[src/rtl/dmem_port_arbiter_if.sv]
// Bus bundle between the CPU load/store path, the external loader/debug path
// and the shared data memory. The arbiter uses the slave view.
interface dmem_port_arbiter_if #(
    parameter int AW = 32,
    parameter int DW = 32
);
    logic          cpu_req;
    logic          cpu_we;
    logic [AW-1:0] cpu_addr;
    logic [DW-1:0] cpu_wdata;
    logic          cpu_gnt;
    logic          cpu_rvalid;
    logic [DW-1:0] cpu_rdata;

    logic          ext_req;
    logic          ext_we;
    logic          ext_lock;
    logic [AW-1:0] ext_addr;
    logic [DW-1:0] ext_wdata;
    logic          ext_gnt;
    logic          ext_rvalid;
    logic [DW-1:0] ext_rdata;

    logic          mem_en;
    logic          mem_we;
    logic [AW-1:0] mem_addr;
    logic [DW-1:0] mem_wdata;
    logic [DW-1:0] mem_rdata;

    logic          locked;

    modport slave (
        input  cpu_req, cpu_we, cpu_addr, cpu_wdata,
        output cpu_gnt, cpu_rvalid, cpu_rdata,
        input  ext_req, ext_we, ext_lock, ext_addr, ext_wdata,
        output ext_gnt, ext_rvalid, ext_rdata,
        output mem_en, mem_we, mem_addr, mem_wdata,
        input  mem_rdata,
        output locked
    );

    modport master (
        output cpu_req, cpu_we, cpu_addr, cpu_wdata,
        input  cpu_gnt, cpu_rvalid, cpu_rdata,
        output ext_req, ext_we, ext_lock, ext_addr, ext_wdata,
        input  ext_gnt, ext_rvalid, ext_rdata,
        input  mem_en, mem_we, mem_addr, mem_wdata,
        output mem_rdata,
        input  locked
    );
endinterface

[src/rtl/dmem_port_arbiter.sv]
// Data-memory port arbiter: CPU has fixed priority, EXT gets a starvation
// override and can lock the port for bursts. Read data returns one cycle after grant.
module dmem_port_arbiter #(
    parameter int AW           = 32,
    parameter int DW           = 32,
    parameter int STARVE_LIMIT = 4
) (
    input  logic             clk,
    input  logic             reset,
    dmem_port_arbiter_if.slave bus
);
    typedef enum logic {
        ARB      = 1'b0,
        EXT_LOCK = 1'b1
    } state_t;

    localparam logic [3:0] LIMIT = 4'(STARVE_LIMIT);

    state_t     state;
    state_t     stateNext;
    logic [3:0] waitCnt;
    logic       cpuGnt;
    logic       extGnt;
    logic       rdPend_p1;
    logic       rdOwnerExt_p1;
    logic       rdIssue;

    // Grants are forced low during reset so every output reads 0.
    always_comb begin
        cpuGnt    = 1'b0;
        extGnt    = 1'b0;
        stateNext = state;
        if (!reset) begin
            case (state)
                ARB: begin
                    if (bus.ext_req && (!bus.cpu_req || waitCnt == LIMIT)) begin
                        extGnt = 1'b1;
                    end else if (bus.cpu_req) begin
                        cpuGnt = 1'b1;
                    end
                    if (extGnt && bus.ext_lock) begin
                        stateNext = EXT_LOCK;
                    end
                end
                EXT_LOCK: begin
                    extGnt = bus.ext_req;
                    if (!bus.ext_lock) begin
                        stateNext = ARB;
                    end
                end
                default: stateNext = ARB;
            endcase
        end
    end

    assign bus.cpu_gnt   = cpuGnt;
    assign bus.ext_gnt   = extGnt;
    assign bus.mem_en    = cpuGnt | extGnt;
    assign bus.mem_we    = (cpuGnt & bus.cpu_we) | (extGnt & bus.ext_we);
    assign bus.mem_addr  = cpuGnt ? bus.cpu_addr  : (extGnt ? bus.ext_addr  : '0);
    assign bus.mem_wdata = cpuGnt ? bus.cpu_wdata : (extGnt ? bus.ext_wdata : '0);
    assign bus.locked    = (state == EXT_LOCK);
    assign rdIssue       = bus.mem_en & ~bus.mem_we;

    always_ff @(posedge clk or posedge reset) begin
        if (reset) begin
            state <= ARB;
        end else begin
            state <= stateNext;
        end
    end

    // Stage p0 -> p1: grant accepted, memory read in flight.
    always_ff @(posedge clk or posedge reset) begin
        if (reset) begin
            waitCnt       <= 4'd0;
            rdPend_p1     <= 1'b0;
            rdOwnerExt_p1 <= 1'b0;
        end else begin
            if (!bus.ext_req || extGnt) begin
                waitCnt <= 4'd0;
            end else if (waitCnt != LIMIT) begin
                waitCnt <= waitCnt + 4'd1;
            end
            rdPend_p1 <= rdIssue;
            if (rdIssue) begin
                rdOwnerExt_p1 <= extGnt;
            end
        end
    end

    assign bus.cpu_rvalid = rdPend_p1 & ~rdOwnerExt_p1;
    assign bus.ext_rvalid = rdPend_p1 &  rdOwnerExt_p1;
    assign bus.cpu_rdata  = bus.cpu_rvalid ? bus.mem_rdata : '0;
    assign bus.ext_rdata  = bus.ext_rvalid ? bus.mem_rdata : '0;
endmodule
[src/flat_wrapper.sv]
// flat-port wrapper written by rule: the top's interface ports become plain ports
module dmem_port_arbiter_flat 
#(
    parameter int AW           = 32,
    parameter int DW           = 32,
    parameter int STARVE_LIMIT = 4
)
  (clk, reset, bus_cpu_req, bus_cpu_we, bus_cpu_addr, bus_cpu_wdata, bus_cpu_gnt, bus_cpu_rvalid, bus_cpu_rdata, bus_ext_req, bus_ext_we, bus_ext_lock, bus_ext_addr, bus_ext_wdata, bus_ext_gnt, bus_ext_rvalid, bus_ext_rdata, bus_mem_en, bus_mem_we, bus_mem_addr, bus_mem_wdata, bus_mem_rdata, bus_locked);
  dmem_port_arbiter_if #(.AW(AW), .DW(DW)) bus_i ();
  input  logic clk;
  input  logic reset;
  input wire logic [$bits(bus_i.cpu_req)-1:0] bus_cpu_req;
  input wire logic [$bits(bus_i.cpu_we)-1:0] bus_cpu_we;
  input wire logic [$bits(bus_i.cpu_addr)-1:0] bus_cpu_addr;
  input wire logic [$bits(bus_i.cpu_wdata)-1:0] bus_cpu_wdata;
  output wire logic [$bits(bus_i.cpu_gnt)-1:0] bus_cpu_gnt;
  output wire logic [$bits(bus_i.cpu_rvalid)-1:0] bus_cpu_rvalid;
  output wire logic [$bits(bus_i.cpu_rdata)-1:0] bus_cpu_rdata;
  input wire logic [$bits(bus_i.ext_req)-1:0] bus_ext_req;
  input wire logic [$bits(bus_i.ext_we)-1:0] bus_ext_we;
  input wire logic [$bits(bus_i.ext_lock)-1:0] bus_ext_lock;
  input wire logic [$bits(bus_i.ext_addr)-1:0] bus_ext_addr;
  input wire logic [$bits(bus_i.ext_wdata)-1:0] bus_ext_wdata;
  output wire logic [$bits(bus_i.ext_gnt)-1:0] bus_ext_gnt;
  output wire logic [$bits(bus_i.ext_rvalid)-1:0] bus_ext_rvalid;
  output wire logic [$bits(bus_i.ext_rdata)-1:0] bus_ext_rdata;
  output wire logic [$bits(bus_i.mem_en)-1:0] bus_mem_en;
  output wire logic [$bits(bus_i.mem_we)-1:0] bus_mem_we;
  output wire logic [$bits(bus_i.mem_addr)-1:0] bus_mem_addr;
  output wire logic [$bits(bus_i.mem_wdata)-1:0] bus_mem_wdata;
  input wire logic [$bits(bus_i.mem_rdata)-1:0] bus_mem_rdata;
  output wire logic [$bits(bus_i.locked)-1:0] bus_locked;
  assign bus_i.cpu_req = bus_cpu_req;
  assign bus_i.cpu_we = bus_cpu_we;
  assign bus_i.cpu_addr = bus_cpu_addr;
  assign bus_i.cpu_wdata = bus_cpu_wdata;
  assign bus_cpu_gnt = bus_i.cpu_gnt;
  assign bus_cpu_rvalid = bus_i.cpu_rvalid;
  assign bus_cpu_rdata = bus_i.cpu_rdata;
  assign bus_i.ext_req = bus_ext_req;
  assign bus_i.ext_we = bus_ext_we;
  assign bus_i.ext_lock = bus_ext_lock;
  assign bus_i.ext_addr = bus_ext_addr;
  assign bus_i.ext_wdata = bus_ext_wdata;
  assign bus_ext_gnt = bus_i.ext_gnt;
  assign bus_ext_rvalid = bus_i.ext_rvalid;
  assign bus_ext_rdata = bus_i.ext_rdata;
  assign bus_mem_en = bus_i.mem_en;
  assign bus_mem_we = bus_i.mem_we;
  assign bus_mem_addr = bus_i.mem_addr;
  assign bus_mem_wdata = bus_i.mem_wdata;
  assign bus_i.mem_rdata = bus_mem_rdata;
  assign bus_locked = bus_i.locked;
  dmem_port_arbiter #(.AW(AW), .DW(DW), .STARVE_LIMIT(STARVE_LIMIT)) u_core (.clk(clk), .reset(reset), .bus(bus_i));
endmodule
[config.mk]
export PLATFORM = sky130hd
export DESIGN_NAME = dmem_port_arbiter_flat
export DESIGN_NICKNAME = d
export VERILOG_FILES = /design/src/rtl/dmem_port_arbiter_if.sv /design/src/rtl/dmem_port_arbiter.sv /design/src/flat_wrapper.sv
export SDC_FILE = /design/constraint.sdc
export NUM_CORES = 1
export LEC_CHECK = 0
export BUFFER_PORTS_ARGS = -buffer_cell sky130_fd_sc_hd__buf_4
export CAP_MARGIN = 25
export CORE_AREA = 3 3 117 119
export CTS_BUF_LIST = sky130_fd_sc_hd__clkbuf_16
export DETAILED_ROUTE_END_ITERATION = 10
export DIE_AREA = 0 0 120 122
export GPL_ROUTABILITY_DRIVEN = 0
export PLACE_DENSITY_LB_ADDON = 0.15
export REMOVE_ABC_BUFFERS = 1
export SLEW_MARGIN = 20
export SYNTH_ARGS = -nofsm -noshare
export SYNTH_HDL_FRONTEND = slang
export SYNTH_SLANG_ARGS = --single-unit
[constraint.sdc]
create_clock -name clk -period 1.7 [get_ports clk]
set_input_delay 0.255 -clock clk [delete_from_list [all_inputs] [get_ports clk]]
set_output_delay 0.255 -clock clk [all_outputs]
set_load 0.05 [all_outputs]
# --- Word level (Yosys, flattened, before mapping) ---
# Cells that the tools add are included.
word_totals:
  wordCells: 44
  out_inout_bits: 135
  reg_bits: 7
op_classes:
  n_mux: 20
  n_reduce_logical: 7
  eq_ne: 2
  add_sub_neg: 1
  n_bitwise: 10
op_table:
  columns: ["cell", "count"]
  rows:
  - ["two-way mux 32 bit", 6]
  - ["two-way mux 1 bit", 10]
  - ["two-way mux 4 bit", 2]
  - ["bitwise AND 1 bit", 5]
  - ["adder 4 x 1 -> 4 bit, second input constant", 1]
  - ["equality test 4 x 3 -> 1 bit, second input constant", 1]
  - ["!= test 4 x 3 -> 1 bit, second input constant", 1]
  - ["case mux 1 bit (2 select lines)", 2]
  - ["inverter 1 bit", 3]
  - ["logical AND 1 bit", 2]
  - ["logical NOT 1 bit", 2]
  - ["logical OR 1 bit", 2]
  - ["OR 1 bit", 2]
  - ["nonzero test 2 bit", 1]

# --- Depth between registers and ports, before layout ---
# Gate-level depths: netlist of the first run.
logic_depth:
  ltp_word: 12
  depth_mapped: 8
  depth_no_buf: 6

# --- Worst setup path after synthesis of the first run ---
# Ideal clock, no wire load.
synth_path:
  path_type: "reg2out"
  start: "register u_core.state (netlist: u_core.bus.locked)"
  end: "output bus_mem_addr[22]"
  t_required_ps: 1445
  t_arrival_ps: 2231
  setup_slack_ps: -786
  path_stages_with_launch: 6
  path_cell_list: "dfrtp_1 > nor2b_1 > a21o_1 > inv_2 > clkbuf_1 > a22o_1"
synth_between:
  elab_chain_len: 5
  elab_cells_between_ends: 7
  classes_between: "6 x mux; 1 x bitwise"
synth_rtl:
  columns: ["item", "line", "source"]
  rows:
  - ["start, declared", "dmem_port_arbiter.sv:19", "state_t state;"]
  - ["start signal, assigned", "dmem_port_arbiter.sv:69", "state <= stateNext;"]
  - ["inverter 1 bit", "dmem_port_arbiter.sv:34", "case (state)"]
  - ["case mux 1 bit (2 select lines) (*)", "dmem_port_arbiter.sv:34", null]
  - ["two-way mux 1 bit (*)", "dmem_port_arbiter.sv:33", "if (!reset) begin"]
  - ["named net bus_ext_gnt", "flat_wrapper.sv:24", "output wire logic [$bits(bus_i.ext_gnt)-1:0] bus_ext_gnt;"]
  - ["two-way mux 32 bit (*) (2 in a row)", "dmem_port_arbiter.sv:60", "assign bus.mem_addr = cpuGnt ? bus.cpu_addr : (extGnt ? bus.ext_addr : '0);"]
  - ["end, declared", "flat_wrapper.sv:29", "output wire logic [$bits(bus_i.mem_addr)-1:0] bus_mem_addr;"]
# The timed path passes the listed nets; every way through them passes the cells marked *.

# --- Worst setup path after layout of the first run ---
layout_path:
  start: "register u_core.waitCnt[1]"
  end: "output bus_mem_wdata[10]"
layout_between:
  elab_chain_len: 10
  elab_cells_between_ends: 13
  classes_between: "1 x eq/ne; 10 x mux; 2 x reduce/logical"
layout_rtl:
  columns: ["item", "line", "source"]
  rows:
  - ["start, declared", "dmem_port_arbiter.sv:21", "logic [3:0] waitCnt;"]
  - ["start signal, assigned", "dmem_port_arbiter.sv:83", "waitCnt <= waitCnt + 4'd1;"]
  - ["equality test 4 x 3 -> 1 bit (*)", "dmem_port_arbiter.sv:36", "if (bus.ext_req && (!bus.cpu_req || waitCnt == LIMIT)) begin"]
  - ["logical OR 1 bit (*)", "dmem_port_arbiter.sv:36", null]
  - ["logical AND 1 bit (*)", "dmem_port_arbiter.sv:36", null]
  - ["two-way mux 1 bit", "dmem_port_arbiter.sv:36", null]
  - ["two-way mux 1 bit", "dmem_port_arbiter.sv:34", null]
  - ["two-way mux 1 bit", "dmem_port_arbiter.sv:33", null]
  - ["case mux 1 bit (2 select lines)", "dmem_port_arbiter.sv:34", null]
  - ["two-way mux 1 bit", "dmem_port_arbiter.sv:33", null]
  - ["two-way mux 32 bit", "dmem_port_arbiter.sv:61", "assign bus.mem_wdata = cpuGnt ? bus.cpu_wdata : (extGnt ? bus.ext_wdata : '0);"]
  - ["two-way mux 32 bit (*)", "dmem_port_arbiter.sv:61", null]
  - ["end, declared", "flat_wrapper.sv:30", "output wire logic [$bits(bus_i.mem_wdata)-1:0] bus_mem_wdata;"]
# Every way passes the cells marked *; elsewhere a longest branch is shown, timed or not. The select of a mux whose other input is x is not followed.

==> results of run 1 <==
[how the worst min path moves through the flow]
stage | start | end | slack, ps
global route | reset | u_core.waitCnt[1] | 170
CTS | reset | u_core.rdOwnerExt_p1 | 150
floorplan | reset | u_core.bus.locked | 60
global placement | reset | u_core.waitCnt[1] | 400
finish | reset | u_core.waitCnt[0] | 150
detailed placement | reset | u_core.rdOwnerExt_p1 | 390
[per-stage QoR]
step	instance area [µm²]	setup slack, ps	hold slack [ps]
final	4850	-435	149
after global routing	4850	-498	173
after CTS	4650	-420	149
after detailed placement	4120	-252	393
after global placement	4120	-230	395
after floorplan	1400	-1970	64.1
[layout make-up]
class | count | area (µm²) | area share [%]
Timing Repair Buffer | 340 | 3060 | 63.0
Multi-Input combinational cell | 160 | 1280 | 26.3
Tap cell | 172 | 215 | 4.44
Sequential cell | 7 | 175 | 3.61
Clock buffer | 3 | 75.1 | 1.55
Inverter | 7 | 38.8 | 0.799
Timing Repair inverter | 1 | 11.3 | 0.232
Clock inverter | 1 | 3.75 | 0.0774
[worst max-delay path: stages (launching register included)]
cell       delay, ps
dfrtp_1          390
inv_2             80
ha_4             140
nand3b_1         140
a21o_4           300
clkinv_8          90
clkbuf_16        160
a22o_1           160
buf_6            170
[kinds of logic after synthesis]
logic type | Yosys count | synth area share (%)
adder cells (fa/ha/maj) | 2 | 1.63
AND/OR/NAND/NOR | 79 | 32.6
flip-flops | 7 | 11.4
XOR/XNOR | 2 | 1.14
multiplexers | 2 | 1.31
AO/OA/AOI/OAI | 75 | 41.7
buffers and inverters | 32 | 10.2
[registers in the layout, summed over array words and instances (netlist names)]
signal	cells
u_core.rdOwnerExt_p1	1
u_core.bus.locked	1
u_core.waitCnt	4
u_core.rdPend_p1	1
[power groups by stage]
stage                     clock network (mW)  logic (mW)  registers [mW]
after detailed placement                   0        1.79           0.190
after CTS                              0.409        1.98           0.189
after global placement                     0        1.79           0.189
after floorplan                            0       0.966           0.218
after global routing                   0.417        2.12           0.191
final                                  0.406        2.04           0.189
[layer usage]
metal  wire [µm]  vias up
li1            -     1396
met1        4230     1357
met2        7110      213
met3        1510       17
met4         363        0
met5           0        -
[layout by cell type (no fill, tap or decap), types with 2 or more instances in the layout]
cell       synthesis  layout
a211oi_2           0       2
a21oi_1            2       2
a22o_1            64      61
a22o_4             0       3
and2_1            33      33
and3_1            32      32
buf_12             0       6
buf_16             0       4
buf_4              0     254
buf_6              3      70
buf_8              0       2
clkbuf_16          0       7
dfrtp_1            7       7
inv_1              6       5
inv_2              1       2
mux2i_1            2       2
nor2_1             2       2
nor3b_1            4       4
[repair_timing]
| item | in CTS | in global routing |
|---|---|---|
| setup endpoints to repair | 67 | 72 |
| buffers inserted | 4 | 3 |
| pin swaps | 5 | 21 |
| hold buffers | 0 | 0 |
| gates cloned | 3 | 6 |
| resized for setup | 88 | 22 |
==> summary.md, run 1 <==
| Metric | Value |
|---|---|
| Worst-case clock skew | ~0.49 ps |
| N_diodes | 0 |
| Initial Utilization | 12.1% |
| Share of cells above drive strength 1 | 69.2% |
| Root buf cell | clkbuf_16 |
| Port-buffer cells | around 300 |
| Final wirelength | about 13000 µm |
| CP Capture Type | output pin |
| Num CTS Buffers | 3 |
| ANT nets after route | 0 |
| Pwr dens | roughly 540 nW/µm² |
| Total power | ~2.6 mW |
| Mapped cell area | between 1500 and 2000 µm² |
| Ys flop type | dfrtp_1 |
| Slew @ Worst Pin | 349 ps |
| CTS Buffer Depth | 2 |
| Post-Syn Instances | 199 |
| Core Util, Final | 38.3% |
| Max Slew Vio Count | 0 |
| Gr usage total | between 15 and 20% |
| Final setup violation count | 67 |
| Psw | ~1.3 mW |
| Inst Count DP | ~670 |
| LEAKAGE | 2.66 nW |
| Critical path class | flop to output pin |
| Non-Filler Instances | approximately 690 |
| Clk Latency, worst-skew pair | approximately 230 ps |
| Arrival @ worst endpoint | 1880 ps |
| Post-synthesis register bit count | 7 |
| EDFF count, synth | 0 |
| Required time of the critical path | roughly 1400 ps |
| Power Internal | roughly 1.4 mW |
| Outcome | complete, but fails checks |
| Fmax | roughly 470 MHz |
| Worst setup margin | -435 ps |
| Sw Ratio | around half |
| Met2 Use GR | a little under a third |
| Most Used Layer, Global Route | met2 |
| Met3 Use GR | ~4.8% |
| Reg2Reg Launch Point | u_core.waitCnt[1] |
| Largest net degree at the start of global routing | 37 |
| Worst Reg-to-Reg Cells | 8 |
| Most common cell in the netlist | a22o_1 |
| WL/cell | about 19 µm |
| Vias/cell | roughly 4.3 |
| Final Critical Period | 2130 ps |
| Largest cells by area after synthesis | a22o_1 37%, and2_1 13%, and3_1 13% |
| Failing checks | negative setup slack |
| Chip height | 122 µm |
| H-tree Lvls | 1 |
| Antenna violations before repair | 0 |
| Startpoint types | flop |
| TNS Setup | -26950 ps |
| Core area | around 13000 µm² |
| Most common library cells after synthesis | 64 x a22o_1, 33 x and2_1, 32 x and3_1 |
| Worst min path class | input pin to async pin |
| Power share of the combinational group | slightly below 80% |
| Reg2reg end | u_core.rdOwnerExt_p1 |
| Period utilisation layout | 126% |
| Synth Area per Inst | ~7.7 µm² |
| First-pass GRT wire length | between 15000 and 20000 µm |
| Pre-antenna DRT Iters | 4 |
| Synthesis-to-finish area growth | 217% |
| Worst vdd ir | 0.000241 V |
| GR Util met1 | between 10% and 20% |
| RSZ-0062 raised after global routing | yes |
| GR Overflow Total | 0 |
| Max Cap Violations | 0 |
| Chip width | 120 µm |
| Top cell type's share of synthesized area | a little over a third |
| Synth area leader | a22o_1 |
| DRC | 0 |
| # IOs | around 300 |
| CTS clock-pin slew for the worst setup and hold paths | approximately 40 ps |
| Sequential-to-total area share from yosys stat | a little under an eighth |
| # clock sinks | 7 |
| Layout Nets | around 690 |
| Hold Fails Final Rpt | 0 |
| Dpl hpwl | between 10000 and 15000 µm |
| CP startpoint | u_core.waitCnt[1] |
| Fill cells | roughly 1300 |
| Synth Warn # | 0 |
| Netlist cell types | 28 |
| FFs w/ async S/R, synth | 100% |
| Vias in the first global route | about 2800 |
| Iteration-0 DRC Markers | 97 |
| Worst slew margin | between 70% and 80% |
| Flop-to-flop setup slack | 80 ps |
| CP max FO | 12 |
| Rows | between 40 and 50 |
| TritonCTS clock tree | done |
| Total number of vias | 2983 |
| Clock power share | 15.4% |
| Crit path capture | bus_mem_wdata[10] |
| Die area | 14600 µm² |
| Seq pwr share | under 10% |
No activity file was read; power rests on OpenSTA's default activity.
==> run 2: changes to the inputs <==
- CORE_AREA: 3 3 117 119 -> 3 3 116 118
- DIE_AREA: 0 0 120 122 -> 0 0 119 121
- clock period: 1.7 -> 2.55 ns (I/O delays scaled with it)
==> run 2 against run 1 <==
Against the previous run:
- the run now ends clean
- worst setup slack improved by 570 ps
- combinational power down 44%
- worst hold slack got worse by 28 ps
- critical path type unchanged
- critical endpoint is now bus_mem_wdata[25]
==> summary.md, run 2 (same netlist as run 1, synthesis figures left out) <==
| Metric | Value |
|---|---|
| Outcome | finished, final reports clean |
| Sw Ratio | between 50 and 60% |
| CTS clock-pin slew for the worst setup and hold paths | around 40 ps |
| TNS Setup | 0 ps |
| Critical path class | flop to output pin |
| Rows | 41 |
| Reg2Reg Launch Point | u_core.waitCnt[0] |
| Clk Latency, worst-skew pair | between 200 and 250 ps |
| Worst min path class | input pin to async pin |
| LEAKAGE | around 2.3 nW |
| Worst slew margin | 77.2% |
| Max Cap Violations | 0 |
| Chip width | 119 µm |
| # clock sinks | 7 |
| # hold bufs at CTS | 0 |
| WL/cell | 17.2 µm |
| Vias/cell | between 4 and 5 |
| Arrival @ worst endpoint | roughly 2000 ps |
| H-tree Lvls | 1 |
| Initial Utilization | 12.2% |
| Iteration-0 DRC Markers | 90 |
| First-pass GRT wire length | 15600 µm |
| Layout Nets | ~660 |
| Chip height | about 120 µm |
| Synthesis-to-finish area growth | 165% |
| Psw | around 0.78 mW |
| Met2 Use GR | about 25% |
| Reg2reg end | u_core.rdOwnerExt_p1 |
| CP max FO | 42 |
| Max reg flops | 4 |
| Worst-case clock skew | approximately 2.6 ps |
| Flop-to-flop setup slack | 880 ps |
| Period utilisation layout | a little over nine tenths |
| Port-buffer cells | roughly 300 |
| Final setup violation count | 0 |
| Clock power share | about 17% |
| CTS Buffer Depth | 2 |
| Fmax | about 410 MHz |
| CP cell instances | inv_1 -> ha_1 -> and3b_1 -> a21oi_4 -> buf_12 -> a22o_1 -> buf_4 |
| Largest net degree at the start of global routing | 66 |
| CP Capture Type | output pin |
| Antenna violations before repair | 0 |
| Seq pwr share | under 10% |
| GR Overflow Total | 0 |
| Pre-antenna DRT Iters | 4 |
| Max Slew Vio Count | 0 |
| TritonCTS clock tree | done |
| GR Util met1 | between 10% and 20% |
| Met3 Use GR | 4.66% |
| Die area | about 14000 µm² |
| Vias in the first global route | ~2700 |
| Core Util, Final | 32.3% |
| Root buf cell | clkbuf_16 |
| Gr usage total | between 10 and 15% |
| Area post-placement | 3950 µm² |
| Crit-path max cell delay | about 360 ps |
| Final Critical Period | 2420 ps |
| Power Internal | around 0.76 mW |
| Required time of the critical path | around 2200 ps |
| Total number of vias | about 2700 |
| Inst Count DP | around 650 |
| N_diodes | 0 |
| Leading cell type in the layout, fill and taps excluded | buf_4 |
| Hold WS | 121 ps |
| Startpoint types | flop |
| Slew @ Worst Pin | roughly 340 ps |
| Worst path slowest cell | dfrtp_1 |
| RSZ-0062 raised after global routing | no |
| Commonest cells after routing, fill and taps aside | 304 x buf_4, 64 x a22o_1, 33 x and2_1 |
| Dpl hpwl | roughly 9500 µm |
| DRC | 0 |
| Most Used Layer, Global Route | met2 |
| Worst vdd ir | about 0.00018 V |
| # IOs | 302 |
| Worst Reg-to-Reg Cells | 6 |
| Num CTS Buffers | 3 |
| Pwr dens | 380 nW/µm² |
| Non-Filler Instances | 658 |
| Core area | ~13000 µm² |
| Share of cells above drive strength 1 | between 60% and 70% |
| Hold Fails Final Rpt | 0 |
| Design Area, Final | 4060 µm² |
| Largest Register | u_core.waitCnt |
| Final wirelength | between 10000 and 15000 µm |
| ANT nets after route | 0 |
| Power share of the combinational group | between 70% and 80% |
run 2: changes by cell type in the layout (fill, tap and decap cells not counted), moves of 4 or more:
cell / previous run / this run
buf_12: 6 / 2
buf_4: 254 / 304
buf_6: 70 / 1
buf_16: 4 / 0
run 2: repair_timing:
action	CTS	global route
setup buffers	0	0
gates resized for setup	0	1
setup endpoints to repair	0	12
run 2: how the worst max path moves through the flow:
stage	start	end	slack (ps)
after floorplan	u_core.bus.locked	bus_mem_addr[0]	-1250
after global placement	reset	bus_mem_addr[29]	330
after detailed placement	u_core.waitCnt[0]	bus_mem_wdata[13]	330
after CTS	u_core.waitCnt[0]	bus_mem_wdata[13]	80
after global routing	u_core.waitCnt[0]	bus_mem_wdata[18]	30
final	u_core.waitCnt[0]	bus_mem_wdata[25]	130
run 2: worst max-delay path: cells and delay by family (launching register included):
family / cells / cell delay (ps)
buffers and inverters: 3 / 510
adder cells (fa/ha/maj): 1 / 220
AND/OR/NAND/NOR: 1 / 270
AO/OA/AOI/OAI: 2 / 410
flip-flops: 1 / 360
run 2: cell type report:
cell class              instances  area [µm²]
fillers                      1360        8510
repair buffers                308        2360
multi-input cells             160        1210
well taps                     172         215
flip-flops and latches          7         175
clock buffers                   3        75.1
inverters                       7        26.3
clock inverters                 1        3.75
run 2: power groups by stage:
stage	logic (mW)	registers [mW]	clock network, mW
finish	1.15	0.127	0.265
global route	1.21	0.128	0.280
CTS	1.16	0.127	0.272
detailed placement	1.16	0.128	0
global placement	1.15	0.129	0
floorplan	0.644	0.146	0
run 2: metal layers:
metal	routed length, µm	up-vias
met4	277	0
met1	3970	1203
met5	0	-
met2	5830	198
met3	1260	12
li1	-	1331
run 2: stage by stage:
| step | total power [mW] | setup slack [ps] |
|---|---|---|
| floorplan | 0.789 | -1250 |
| global placement | 1.28 | 326 |
| detailed placement | 1.28 | 330 |
| CTS | 1.56 | 79.5 |
| global route | 1.62 | 25.7 |
| finish | 1.54 | 135 |
